## config.mk

```make
export PLATFORM = sky130hd
export DESIGN_NAME = alu_issue_wb
export DESIGN_NICKNAME = d
export VERILOG_FILES = /design/src/rtl/alu_issue_wb.sv
export SDC_FILE = /design/constraint.sdc
export NUM_CORES = 1
export LEC_CHECK = 0
export CAP_MARGIN = 20
export CORE_MARGIN = 3
export CORE_UTILIZATION = 45
export DETAILED_ROUTE_END_ITERATION = 12
export PLACE_DENSITY = 0.66
export SLEW_MARGIN = 0
export SYNTH_ARGS = -nofsm -noshare
export SYNTH_HDL_FRONTEND = slang
export SYNTH_SLANG_ARGS = --single-unit
export TNS_END_PERCENT = 5
```

## constraint.sdc

```tcl
create_clock -name clk -period 7.9 [get_ports clk]
set_input_delay 1.58 -clock clk [delete_from_list [all_inputs] [get_ports clk]]
set_output_delay 1.58 -clock clk [all_outputs]
set_load 0.01 [all_outputs]
```

## src/rtl/alu_issue_wb.sv

```systemverilog
// alu_issue_wb: two-stage issue/writeback front end around an external combinational ALU
module alu_issue_wb #(
  parameter int RETIRE_W = 16
) (
  input  logic                clk,
  input  logic                rst,
  input  logic                instr_valid,
  output logic                instr_ready,
  input  logic [3:0]          instr_op,
  input  logic [2:0]          instr_rd,
  input  logic [2:0]          instr_rs1,
  input  logic [2:0]          instr_rs2,
  input  logic                hold,
  output logic [15:0]         alu_a,
  output logic [15:0]         alu_b,
  output logic [3:0]          alu_op,
  input  logic [15:0]         alu_result,
  input  logic                alu_carry,
  input  logic                alu_zero,
  output logic                wb_valid,
  output logic [2:0]          wb_rd,
  output logic [15:0]         wb_data,
  output logic                flag_carry,
  output logic                flag_zero,
  output logic [RETIRE_W-1:0] retired,
  input  logic [2:0]          dbg_addr,
  output logic [15:0]         dbg_data
);
  logic [15:0] rf [8];
  logic [2:0]  rd_q;
  logic        issue_v;
  logic        accept;
  logic        wr;
  logic [15:0] src_a;
  logic [15:0] src_b;
  assign instr_ready = ~hold;
  assign accept = instr_valid & ~hold;
  assign wr = issue_v & ~hold;
  assign dbg_data = rf[dbg_addr];
  // operand read with bypass of the result being written on this same edge
  always_comb begin
    src_a = (wr && rd_q != 3'd0 && instr_rs1 == rd_q) ? alu_result : rf[instr_rs1];
    src_b = (wr && rd_q != 3'd0 && instr_rs2 == rd_q) ? alu_result : rf[instr_rs2];
  end
  // register file; r0 is never written so it reads zero
  always_ff @(posedge clk or posedge rst) begin
    if (rst) begin
      for (int i = 0; i < 8; i++) rf[i] <= '0;
    end else if (wr && rd_q != 3'd0) begin
      rf[rd_q] <= alu_result;
    end
  end
  // issue stage: capture operands on accept, drain when idle, freeze under hold
  always_ff @(posedge clk or posedge rst) begin
    if (rst) begin
      alu_a   <= '0;
      alu_b   <= '0;
      alu_op  <= '0;
      rd_q    <= '0;
      issue_v <= 1'b0;
    end else if (!hold) begin
      issue_v <= instr_valid;
      if (instr_valid) begin
        alu_a  <= src_a;
        alu_b  <= src_b;
        alu_op <= instr_op;
        rd_q   <= instr_rd;
      end
    end
  end
  // writeback stage: flags, retire count and the registered writeback report
  always_ff @(posedge clk or posedge rst) begin
    if (rst) begin
      wb_valid   <= 1'b0;
      wb_rd      <= '0;
      wb_data    <= '0;
      flag_carry <= 1'b0;
      flag_zero  <= 1'b0;
      retired    <= '0;
    end else begin
      wb_valid <= wr;
      if (wr) begin
        wb_rd      <= rd_q;
        wb_data    <= alu_result;
        flag_carry <= alu_carry;
        flag_zero  <= alu_zero;
        retired    <= retired + 1'b1;
      end
    end
  end
  logic unused_accept;
  assign unused_accept = accept;
endmodule
```

## After elaboration in Yosys (flattened, before gate mapping)

Index checks and enable logic that the tools add are counted.

- Flip-flop bits (word level): 206
- Input port bits: 38
- Word-level logic and storage cells: 53
- Output and inout port bits: 91

- Bitwise logic cells: 6
- $add $sub $neg: 1
- $lt $le $gt $ge: 5
- Reduce and logical (&&, ||, !) cells: 6
- Eq/ne operators: 2
- Multiplexer cells: 14

Operators with widths:

| cell | count |
|---|---|
| 16-bit binary-select mux with 3-bit select | 3 |
| 16-bit two-way mux | 9 |
| 128-bit bitwise mux | 1 |
| 16-bit demux with 3-bit select | 1 |
| 16-bit by 1-bit adder with 16-bit output (second input constant) | 1 |
| 4-bit >= comparator (second input constant) | 4 |
| 3-bit NOT with 4-bit output | 4 |
| 3-bit equality test | 2 |
| 1-bit logical AND | 4 |
| 4-bit by 1-bit less-than comparator with 1-bit output (second input constant) | 1 |
| 3-bit nonzero test | 1 |
| 2-bit AND reduction | 1 |
| 1-bit AND | 1 |
| 1-bit NOT | 1 |

## Longest topological paths before layout

- Depth after elaboration: 6
- Gate-level depth with buffers: 8
- Gate-level depth less buffers: 5

## Worst setup path after synthesis

No wires, ideal clock.

- Kind: input port to output port
- Start point: input port dbg_addr[0]
- End point: output port dbg_data[0]
- Required time: 6,320 ps
- Arrival time: 2,910 ps
- Setup slack: 3,410 ps
- Buffers on the path: 2
- Stages on the path: 4
- Cells stage by stage: clkbuf_1 -> buf_2 -> mux4_2 -> mux2_2

- Word-level cells in the longest chain between the ends: 4

Ends and longest elaborated chain:

| element | RTL line | RTL |
|---|---|---|
| start, declared | 26 | `input logic [2:0] dbg_addr,` |
| 3-bit NOT with 4-bit output (implied by the code) | 39 | `assign dbg_data = rf[dbg_addr];` |
| 16-bit binary-select mux with 3-bit select | 39 |  |
| 16-bit two-way mux (implied by the code) (2 in a row) | 39 |  |
| end, declared | 27 | `output logic [15:0] dbg_data` |

No other way between the ends. The select of a mux whose other input is x is not followed.

## Worst setup path after layout

- Start point: input port dbg_addr[1]
- End point: output port dbg_data[15]

The elaborated chain is that of the path after synthesis.

==> results_dict.tcl <==
set metrics [dict create \
    r2r-start "issue_v$_DFFE_PP0N_" \
    min_path_type "reg -> reg" \
    reg2reg_depth 5 \
    crit_fanout 32 \
    synth_area_leaders "dfrtp_1, mux4_2, mux2_2, nand2_1, mux4_1" \
    grt_overflow 0 \
    max_freq_mhz 189 \
    die_y_um 162 \
    core_um2 23600 \
    dp.final_hpwl_mm 18.3 \
    grt_pass1_wl_mm 46.6 \
    finalCritPeriodShare 0.669 \
    pin_count 129 \
    drv_slew 0 \
    synth_nets 805 \
    final_cell_mix "dfrtp_1, mux2_2, clkdlybuf4s50_1" \
    synth_area_um2 10900 \
    numCtsBuffers 23 \
    layout_commonest_cell "dfrtp_1" \
    skew_ns 0.0143 \
    synthDistinctLibCells 51 \
    grt_pass1_vias 7855 \
    startpoint "dbg_addr[1]" \
    layout.nets 906 \
    yosysTopAreaCellShare 0.473 \
    ant_nets 0 \
    status "finished, final reports clean" \
    syn_area_per_cell_um2 14.2 \
    syn_to_final_growth_pct 20.5 \
    vias 7276 \
    wl_mm 29.4 \
    worstPathArrival_ns 3.71 \
    syn_inst 766 \
    p_leak_nw 5.68 \
    first_pass_iters 5 \
    layoutNonFillerInstCount 1203 \
    power.density_nw_per_um2 296 \
    cts_hold_buf 0 \
    rsz0062_at_grt "false" \
    fin_crit_ns 5.29 \
    hold_violations 0 \
    r2r_setup_slack_ns 5.09 \
    clk_latency_ns 0.51 \
    tightest_slew_ns 1.16 \
    routedWlPerCell_um 24.5 \
    yosysWarnings 0 \
    peakVddDrop_mv 0.153 \
    htreeDepth 1 \
    cts_resized 0 \
    fp.dieW_um 162 \
    slew_headroom 0.219 \
    dp_cells 1160 \
    crit_required_ns 6.32 \
    maxCapViolCount 0 \
    vias_per_cell 6.05 \
    setup.worst_path.end "dbg_data[15]" \
    cts_root_buf "clkbuf_16" \
    gp_congestion 0.831 \
    synth_top_area_cell "dfrtp_1" \
    track_usage 0.229 \
    startpoint_type "input port" \
    setup-tns-final_ns 0 \
    dieArea_um2 26100 \
    clk_pin_slew_ns 0.06 \
    port_buffers 128 \
    grt_antenna_before_repair 1 \
    cts_tree "done" \
    numClockSinks 206 \
    synth-seq-area-share 0.473 \
    critPathKind "in -> out" \
    critPathCaptureType "output port" \
    grt_max_degree 133 \
    first_iter_violations 535 \
    r2r-end "alu_b[6]$_DFFE_PP0P_" \
    start_util 0.462 \
    diodes 0 \
    post-route-drc-count 0 \
    finalSetupViolCount 0 \
    cts_setup_buffers 0 \
    cts_buffer_depth 3 \
    rows 56 \
    drive_gt1_frac 0.336 \
    synth_seq_cells 206 \
]
## layout make-up
| cell class | instances | area (um^2) |
|---|---|---|
| clock buffer | 31 | 636 |
| clock inverter | 11 | 124 |
| fill | 1951 | 10500 |
| inverter | 18 | 80.1 |
| multi-input combinational | 469 | 5300 |
| sequential | 206 | 5150 |
| tap | 319 | 399 |
| timing repair buffer | 149 | 1440 |
## worst min path at each step
stage | start | endpoint | slack (ns) | cells after the start
after global placement | rf[121]$_DFFE_PP0P_ | rf[121]$_DFFE_PP0P_ | 0.40 | 0
after CTS | rf[120]$_DFFE_PP0P_ | rf[120]$_DFFE_PP0P_ | 0.41 | 0
after detailed placement | rf[120]$_DFFE_PP0P_ | rf[120]$_DFFE_PP0P_ | 0.41 | 0
after global routing | rf[120]$_DFFE_PP0P_ | rf[120]$_DFFE_PP0P_ | 0.43 | 0
final | rf[120]$_DFFE_PP0P_ | rf[120]$_DFFE_PP0P_ | 0.42 | 0
after floorplan | rf[112]$_DFFE_PP0P_ | rf[112]$_DFFE_PP0P_ | 0.46 | 1
## state kept, by name, indices dropped and copies added (netlist names), 3 cells and up
name	flops
rf	128
wb_rd	3
alu_a	16
alu_b	16
alu_op	4
rd_q	3
retired	16
wb_data	16
## cell usage after synthesis (all sizes together)
master	n
dfrtp	206
mux2	143
mux4	96
nand2	84
clkbuf	39
buf	34
o21ai	26
inv	17
mux2i	17
o221ai	15
xnor2	12
a32oi	8
xor2	8
a21oi	7
o32ai	7
nor2	6
nand3	5
nor3	4
nand3b	3
nand4	3
nor3b	3
nor4	3
and3	2
nand2b	2
o21a	2
or3	2
a221o	1
and2	1
clkinv	1
ha	1
nand4b	1
nor2b	1
o2111a	1
o2111ai	1
o21bai	1
o31a	1
o41a	1
o41ai	1
## cells by family after synthesis
kind of cell,Yosys count,synth area share
muxes,256,0.369
DFF,206,0.473
and+or+nand+nor,120,0.0522
buffers and inverters,91,0.0412
AOI/OAI and AO/OA,72,0.0474
xor gates and xnor gates,20,0.0161
adders and majority gates,1,0.00115
## metal layers
metal / track usage / up-vias / share of wire
met3: 0.0518 / 55 / 0.076
met5: 0 / - / 0.0011
met2: 0.379 / 297 / 0.49
met4: 0.0593 / 4 / 0.024
met1: 0.308 / 3803 / 0.41
li1: - / 3117 / -
## worst max-delay path, cell delays in order
cell             delay (ns)
clkdlybuf4s50_1        0.47
buf_4                  0.45
mux4_2                 0.40
mux2_2                 0.31
clkdlybuf4s50_1        0.49
## metrics by stage
step	total power, mW	utilization	setup WS (ns)	instance area, um^2	hold WS, ns
after global routing	4.09	0.556	2.56	13100	0.434
after detailed placement	2.84	0.523	2.56	12400	0.412
after global placement	2.78	0.523	2.56	12300	0.398
after floorplan	2.34	-	0.696	10900	0.455
after CTS	3.92	0.555	2.51	13100	0.414
final	3.89	0.556	2.61	13100	0.418
## where the power goes
group | total [mW] | switching, mW | internal (mW) | leakage (nW)
Sequential | 1.66 | 0.297 | 1.36 | 2.64
Clock | 1.07 | 0.435 | 0.634 | 0.365
Combinational | 1.16 | 0.405 | 0.760 | 2.68
(Power assumes the default switching activity.)
